==> src/rtl/hwpe_ctrl_package.sv <==
// Shared definitions for the HWPE control path: reqrsp register indices,
// periph offsets with local LO/HI handling, and the bridge FSM state type.
package hwpe_ctrl_package;

  localparam logic [2:0] IDX_TRIGGER = 3'd0;
  localparam logic [2:0] IDX_STATUS  = 3'd1;
  localparam logic [2:0] IDX_JOBID   = 3'd2;
  localparam logic [2:0] IDX_SOFTCLR = 3'd3;
  localparam logic [2:0] IDX_PUSH    = 3'd4;
  localparam logic [2:0] IDX_PULL    = 3'd5;

  localparam logic [2:0] OFF_PUSH_LO = 3'd4;
  localparam logic [2:0] OFF_PUSH_HI = 3'd5;
  localparam logic [2:0] OFF_PULL_LO = 3'd6;
  localparam logic [2:0] OFF_PULL_HI = 3'd7;

  typedef enum logic [1:0] {
    BR_IDLE = 2'd0,
    BR_REQ  = 2'd1,
    BR_WAIT = 2'd2,
    BR_RESP = 2'd3
  } br_state_e;

  function automatic logic [31:0] be_mask(input logic [3:0] be);
    logic [31:0] m;
    for (int i = 0; i < 4; i++) m[i*8 +: 8] = {8{be[i]}};
    return m;
  endfunction

endpackage

==> src/rtl/hwpe_ctrl_periph2reqrsp.sv <==
// 32-bit HWPE periph to 64-bit reqrsp bridge. One transaction in flight;
// PUSH is assembled from LO/HI halves here, PULL's upper half is buffered here.
module hwpe_ctrl_periph2reqrsp
  import hwpe_ctrl_package::*;
#(
  parameter int unsigned ID_WIDTH          = 8,
  parameter int unsigned PERIPH_DATA_WIDTH = 32,
  parameter int unsigned REQRSP_DATA_WIDTH = 64,
  parameter int unsigned REQRSP_ADDR_WIDTH = 32
) (
  input  logic                         clk_i,
  input  logic                         rst_ni,
  input  logic                         clear_i,
  input  logic                         periph_req_i,
  output logic                         periph_gnt_o,
  input  logic [31:0]                  periph_add_i,
  input  logic                         periph_wen_i,
  input  logic [3:0]                   periph_be_i,
  input  logic [31:0]                  periph_data_i,
  input  logic [ID_WIDTH-1:0]          periph_id_i,
  output logic                         periph_r_valid_o,
  output logic [31:0]                  periph_r_data_o,
  output logic [ID_WIDTH-1:0]          periph_r_id_o,
  output logic                         reqrsp_q_valid_o,
  input  logic                         reqrsp_q_ready_i,
  output logic [REQRSP_ADDR_WIDTH-1:0] reqrsp_q_addr_o,
  output logic                         reqrsp_q_write_o,
  output logic [REQRSP_DATA_WIDTH-1:0] reqrsp_q_data_o,
  input  logic                         reqrsp_p_valid_i,
  output logic                         reqrsp_p_ready_o,
  input  logic [REQRSP_DATA_WIDTH-1:0] reqrsp_p_data_i
);

  if (PERIPH_DATA_WIDTH != 32) begin : g_chk_pw
    $error("PERIPH_DATA_WIDTH must be 32");
  end
  if (REQRSP_DATA_WIDTH != 2*PERIPH_DATA_WIDTH) begin : g_chk_rw
    $error("REQRSP_DATA_WIDTH must be 2*PERIPH_DATA_WIDTH");
  end

  br_state_e                    state_q, state_d;
  logic [31:0]                  push_lo_q, push_lo_d, pull_hi_q, pull_hi_d;
  logic                         hi_valid_q, hi_valid_d, pull_lo_q, pull_lo_d;
  logic                         r_valid_q, r_valid_d;
  logic [31:0]                  r_data_q, r_data_d;
  logic [ID_WIDTH-1:0]          r_id_q, r_id_d;
  logic                         q_valid_q, q_valid_d, q_write_q, q_write_d;
  logic [REQRSP_ADDR_WIDTH-1:0] q_addr_q, q_addr_d;
  logic [REQRSP_DATA_WIDTH-1:0] q_data_q, q_data_d;

  logic [2:0]  off, idx;
  logic        is_rd, is_local;
  logic [31:0] mask;
  logic        unused_add;

  assign unused_add   = ^{periph_add_i[31:5], periph_add_i[1:0]};
  assign off          = periph_add_i[4:2];
  assign is_rd        = periph_wen_i;
  // offsets 4 and 7 never leave the bridge, whatever the direction
  assign is_local     = (off == OFF_PUSH_LO) || (off == OFF_PULL_HI);
  assign mask         = be_mask(periph_be_i);
  assign periph_gnt_o = periph_req_i && (state_q == BR_IDLE);

  always_comb begin
    case (off)
      OFF_PUSH_HI: idx = IDX_PUSH;
      OFF_PULL_LO: idx = IDX_PULL;
      default:     idx = off;
    endcase
  end

  always_comb begin
    state_d    = state_q;
    push_lo_d  = push_lo_q;
    pull_hi_d  = pull_hi_q;
    hi_valid_d = hi_valid_q;
    pull_lo_d  = pull_lo_q;
    r_valid_d  = r_valid_q;
    r_data_d   = r_data_q;
    r_id_d     = r_id_q;
    q_valid_d  = q_valid_q;
    q_write_d  = q_write_q;
    q_addr_d   = q_addr_q;
    q_data_d   = q_data_q;
    case (state_q)
      BR_IDLE: if (periph_gnt_o) begin
        r_id_d = periph_id_i;
        if (is_local) begin
          state_d   = BR_RESP;
          r_valid_d = 1'b1;
          r_data_d  = '0;
          if (!is_rd && off == OFF_PUSH_LO)
            push_lo_d = (push_lo_q & ~mask) | (periph_data_i & mask);
          if (is_rd && off == OFF_PULL_HI) begin
            r_data_d   = hi_valid_q ? pull_hi_q : '0;
            hi_valid_d = 1'b0;
          end
        end else begin
          state_d       = BR_REQ;
          q_valid_d     = 1'b1;
          q_write_d     = !is_rd;
          q_addr_d      = '0;
          q_addr_d[4:2] = idx;
          q_data_d      = is_rd ? '0 : {32'b0, periph_data_i};
          pull_lo_d     = is_rd && (off == OFF_PULL_LO);
          if (!is_rd && off == OFF_PUSH_HI) begin
            q_data_d  = {periph_data_i & mask, push_lo_q};
            push_lo_d = '0;
          end
        end
      end
      BR_REQ: if (reqrsp_q_ready_i) begin
        q_valid_d = 1'b0;
        if (q_write_q) begin
          state_d   = BR_RESP;
          r_valid_d = 1'b1;
          r_data_d  = '0;
        end else begin
          state_d = BR_WAIT;
        end
      end
      BR_WAIT: if (reqrsp_p_valid_i) begin
        state_d   = BR_RESP;
        r_valid_d = 1'b1;
        r_data_d  = reqrsp_p_data_i[31:0];
        if (pull_lo_q) begin
          pull_hi_d  = reqrsp_p_data_i[63:32];
          hi_valid_d = 1'b1;
        end
      end
      BR_RESP: begin
        state_d   = BR_IDLE;
        r_valid_d = 1'b0;
      end
      default: state_d = BR_IDLE;
    endcase
    // clear only scrubs staging state; the FSM still completes its response
    if (clear_i) begin
      push_lo_d  = '0;
      pull_hi_d  = '0;
      hi_valid_d = 1'b0;
    end
  end

  always_ff @(posedge clk_i or negedge rst_ni) begin
    if (!rst_ni) begin
      state_q    <= BR_IDLE;
      push_lo_q  <= '0;
      pull_hi_q  <= '0;
      hi_valid_q <= 1'b0;
      pull_lo_q  <= 1'b0;
      r_valid_q  <= 1'b0;
      r_data_q   <= '0;
      r_id_q     <= '0;
      q_valid_q  <= 1'b0;
      q_write_q  <= 1'b0;
      q_addr_q   <= '0;
      q_data_q   <= '0;
    end else begin
      state_q    <= state_d;
      push_lo_q  <= push_lo_d;
      pull_hi_q  <= pull_hi_d;
      hi_valid_q <= hi_valid_d;
      pull_lo_q  <= pull_lo_d;
      r_valid_q  <= r_valid_d;
      r_data_q   <= r_data_d;
      r_id_q     <= r_id_d;
      q_valid_q  <= q_valid_d;
      q_write_q  <= q_write_d;
      q_addr_q   <= q_addr_d;
      q_data_q   <= q_data_d;
    end
  end

  assign periph_r_valid_o = r_valid_q;
  assign periph_r_data_o  = r_data_q;
  assign periph_r_id_o    = r_id_q;
  assign reqrsp_q_valid_o = q_valid_q;
  assign reqrsp_q_addr_o  = q_addr_q;
  assign reqrsp_q_write_o = q_write_q;
  assign reqrsp_q_data_o  = q_data_q;
  assign reqrsp_p_ready_o = 1'b1;

endmodule

==> config.mk <==
export PLATFORM = sky130hd
export DESIGN_NAME = hwpe_ctrl_periph2reqrsp
export DESIGN_NICKNAME = d
export VERILOG_FILES = /design/src/rtl/hwpe_ctrl_package.sv /design/src/rtl/hwpe_ctrl_periph2reqrsp.sv
export SDC_FILE = /design/constraint.sdc
export NUM_CORES = 1
export LEC_CHECK = 0
export CAP_MARGIN = 20
export CORE_MARGIN = 1
export CORE_UTILIZATION = 50
export CTS_BUF_LIST = sky130_fd_sc_hd__clkbuf_8
export DETAILED_ROUTE_END_ITERATION = 10
export PLACE_DENSITY = 0.88
export SLEW_MARGIN = 5
export SYNTH_ARGS = -nofsm -noshare
export SYNTH_HDL_FRONTEND = slang
export SYNTH_SLANG_ARGS = --single-unit
==> constraint.sdc <==
create_clock -name clk_i -period 3.3 [get_ports clk_i]
set_input_delay 0.66 -clock clk_i [delete_from_list [all_inputs] [get_ports clk_i]]
set_output_delay 0.66 -clock clk_i [all_outputs]
set_load 0.01 [all_outputs]
==> reports/summary.txt, run 1 <==
PLACEMENT
-------------------------------------------------------------------------------------
Routability-driven placement congestion ratio ..........................        0.755
Number of port buffers .................................................          228
Setup slack at placement ...............................................     0.380 ns
HPWL reported at the end of detailed placement .........................    14,200 um
Total instance count after detailed placement ..........................        1,095

SYNTH
-------------------------------------------------------------------------------------
Simple-gate share of the synthesized area ..............................       0.0993
Most instantiated library cell after synthesis ......................... sky130_fd_sc_hd__dfrtp_1
Post-Syn Instances .....................................................          688
Register area share after synthesis ....................................        0.551
Synthesized-area fraction occupied by xor and xnor cells ...............      0.00201
Netlist Area Pre-Place .................................................    8090 um^2
Area share of the largest cell type after synthesis ....................        0.551
Area contributors post-synth ........................................... sky130_fd_sc_hd__dfrtp_1 (55%), sky130_fd_sc_hd__a22o_1 (11%), sky130_fd_sc_hd__nand2_1 (5.8%)
Synth warnings .........................................................            0
Adder-cell area share of the yosys netlist .............................      0.00773
Complex-gate fraction of the synthesized area ..........................        0.175
Async S/R FF share, synth ..............................................         1.00
Number of enable flip-flop cells after synthesis .......................            0
Main synth FF type ..................................................... sky130_fd_sc_hd__dfrtp_1
Combinational family with the most area after synthesis ................ compound AO/OA/AOI/OAI gates
Average cell area after synthesis ......................................    11.8 um^2
Number of different library cells in the post-synthesis netlist ........           42
Most common library cells after synthesis .............................. sky130_fd_sc_hd__dfrtp_1 (178), sky130_fd_sc_hd__nand2_1 (125), sky130_fd_sc_hd__a22o_1 (98)
Register bit total from synthesis ......................................          178
Multiplexer share of the synthesized area ..............................       0.0993
Library cell occupying the most area in the post-synthesis netlist ..... sky130_fd_sc_hd__dfrtp_1

CTS
-------------------------------------------------------------------------------------
Count of clock tree sinks ..............................................          178
Root buffer selected by CTS ............................................ sky130_fd_sc_hd__clkbuf_8
TritonCTS clock tree ...................................................          yes
Clock-pin slew on the worst setup and hold paths .......................      0.10 ns
Clk Latency, worst-skew pair ...........................................      0.45 ns
Clock Path Buffers .....................................................            2
Number of buffers added by the clock tree synthesis step ...............           17
H-tree lvl count .......................................................            4
Cts-stage hold buffer count ............................................            0
Number of gates resized after cts ......................................            0
Buffers inserted by post-CTS timing repair .............................            0

DETAILED ROUTING
-------------------------------------------------------------------------------------
Total wirelength of the detailed-routed design .........................    20,400 um
Via total after detailed routing .......................................        6,149
Number of remaining DRC errors .........................................            0
Count of routing violations after the opening detailed-route iteration .          264
Routed length per placed instance ......................................      18.1 um
TritonRoute pass-1 iters ...............................................            4
Post-route antenna net violation count .................................            0
Routed vias/inst .......................................................         5.46

POWER AND IR DROP
-------------------------------------------------------------------------------------
Final Power ............................................................      7.31 mW
Cell Pwr Density .......................................................  676 nW/um^2
Largest voltage drop on the vdd net ....................................   0.000427 V
Leak ...................................................................      5.05 nW

DIE
-------------------------------------------------------------------------------------
Die extent in x ........................................................       129 um
Number of rows in the core area ........................................           46
Effective utilization at floorplan .....................................        0.511
Die area ...............................................................  16,700 um^2
I/O pin total ..........................................................          288
Core region area .......................................................  15,800 um^2
Die Y-Extent ...........................................................       129 um

SETUP PATH
-------------------------------------------------------------------------------------
Startpoint class of the critical path ..................................         flop
Critical-path cell list ................................................ inv_1 > ha_1 > nand2_4 > inv_2 > clkdlybuf4s50_1
Crit path capture type .................................................   output pin
Data arrival, critical path ............................................      2.20 ns
Worst-path maximum fanout ..............................................           14
Data required time at the worst endpoint ...............................      2.64 ns
Worst setup path category .............................................. flop to output pin
Crit path max-delay cell type .......................................... sky130_fd_sc_hd__clkdlybuf4s50_1
Max incr delay on CP ...................................................      0.53 ns
Kind of cell adding the most delay to the critical path ................ buffers and inverters
Crit path buf inv count ................................................            3

STATUS
-------------------------------------------------------------------------------------
Status .................................................................    completed

STA
-------------------------------------------------------------------------------------
Sum Neg Setup Slack ....................................................         0 ns
Count of final setup violators .........................................            0
Period utilisation layout ..............................................        0.867
Final worst setup slack ................................................     0.439 ns
Count of final hold-check violations ...................................            0
Min cycle time layout ..................................................      2.86 ns
Max-slew violation count ...............................................            0
Worst-margin pin slew ..................................................      1.03 ns
Worst slew margin relative to its limit ................................        0.316
Final clock skew .......................................................    0.0126 ns
Unrepaired setup endpoints after global routing ........................           no
Max Clk Rate ...........................................................      350 MHz

CELLS AND AREA
-------------------------------------------------------------------------------------
Synth-to-Final Area Change .............................................        33.6%
Nets ...................................................................        1,050
Non-Filler Instances ...................................................        1,127
Final Util .............................................................        0.683
Antenna diode count ....................................................            0
Share of final-layout standard cells stronger than drive strength 1 ....        0.112

GRT
-------------------------------------------------------------------------------------
Pin count of the biggest net entering global routing ...................           85
Number of global-route vias before repair ..............................        5,987
Overall fraction of global-route tracks in use .........................        0.248
Number of antenna violations at the first check in global routing ......            0
Wire length of the first global-routing pass ...........................    31,600 um
Sum of overflow across all layers after global routing .................            0

WORST HOLD PATH
-------------------------------------------------------------------------------------
Class of the tightest hold or removal check ............................ input port to asynchronous set/reset pin

RUN
-------------------------------------------------------------------------------------
Maximum Capacitance Violations .........................................            0

-- report_power, final --
part	internal, mW	switching [mW]
clock	0.641	0.834
sequential	2.64	0.283
combinational	1.59	1.32
total	4.87	2.43
-- registers in the layout (all words and copies together) (netlist names), 2 cells and up --
name / flops
periph_r_id_o: 8
reqrsp_q_data_o: 64
push_lo_q: 32
state_q: 2
periph_r_data_o: 32
pull_hi_q: 32
reqrsp_q_addr_o: 3
-- kinds of logic (layout without fill, tap and decap cells) --
logic type	after synthesis	in the layout
DFF	178	178
buffers and inverters	88	283
adders and majority gates	5	5
xor gates and xnor gates	1	1
muxes	65	65
other	2	30
and+or+nand+nor	163	163
AOI/OAI and AO/OA	186	186
-- path summary, 6_finish.rpt --
path / from / endpoint / slack [ns] / cells past startpoint
max: state_q[0] / periph_gnt_o / 0.44 / 5
min: rst_ni / periph_r_data_o[2] / 0.23 / 1
max reg2reg: state_q[0] / push_lo_q[7] / 0.80 / 8
min reg2reg: periph_r_id_o[2] / periph_r_id_o[2] / 0.48 / 2
max in group asynchronous: rst_ni / push_lo_q[0] / 2.19 / 2
min in group clk_i: periph_r_id_o[2] / periph_r_id_o[2] / 0.48 / 2
-- placed cells by master, fill, tap and decap left out, types with 2 or more instances in the layout --
master,netlist,routed
sky130_fd_sc_hd__mux2i_1,33,33
sky130_fd_sc_hd__inv_6,0,6
sky130_fd_sc_hd__nand3_1,2,2
sky130_fd_sc_hd__nand2_1,125,125
sky130_fd_sc_hd__a21oi_2,2,2
sky130_fd_sc_hd__buf_4,34,12
sky130_fd_sc_hd__a31oi_1,5,5
sky130_fd_sc_hd__or2_2,5,5
sky130_fd_sc_hd__a21oi_1,38,38
sky130_fd_sc_hd__nor2_1,5,5
sky130_fd_sc_hd__nor3_1,3,3
sky130_fd_sc_hd__nor4b_4,4,4
sky130_fd_sc_hd__conb_1,2,30
sky130_fd_sc_hd__o21ai_0,6,6
sky130_fd_sc_hd__mux2_4,30,30
sky130_fd_sc_hd__ha_1,5,5
sky130_fd_sc_hd__clkbuf_8,0,18
sky130_fd_sc_hd__buf_12,0,3
sky130_fd_sc_hd__o31ai_1,32,32
sky130_fd_sc_hd__clkinv_4,0,4
sky130_fd_sc_hd__and3_1,2,2
sky130_fd_sc_hd__and2_1,5,5
sky130_fd_sc_hd__mux2_2,2,2
sky130_fd_sc_hd__inv_1,7,7
sky130_fd_sc_hd__a22o_1,98,98
sky130_fd_sc_hd__dfrtp_1,178,178
sky130_fd_sc_hd__clkdlybuf4s50_1,0,226
sky130_fd_sc_hd__nor2b_1,3,3
-- area by class of cell --
| cell class | count | area, um^2 |
|---|---|---|
| Timing Repair Buffer | 243 | 2430 |
| Fill cell | 1147 | 5020 |
| Inverter | 8 | 30.0 |
| Tap cell | 216 | 270 |
| Sequential cell | 178 | 4450 |
| Clock buffer | 18 | 248 |
| Clock inverter | 14 | 146 |
| Multi-Input combinational cell | 450 | 3230 |
-- per-layer routing --
metal,global-route usage,up-vias,part of all wire
li1,-,2822,-
met1,0.302,3050,0.40
met2,0.398,242,0.48
met3,0.0954,35,0.093
met4,0.0983,0,0.023
met5,0,-,0
-- through the flow --
step | hold slack [ns] | cell area, um^2
floorplan | 0.364 | 8190
global placement | 0.459 | 10400
detailed placement | 0.462 | 10400
CTS | 0.257 | 10800
global route | 0.292 | 10800
finish | 0.233 | 10800
Note: power is estimated with default switching activity, not from simulation.
==> run 2: changes to the inputs <==
Settings changed: SETUP_SLACK_MARGIN set to 0.2.
==> results of run 2 <==
Final layout, timing and power as in run 1 (identical DEF).
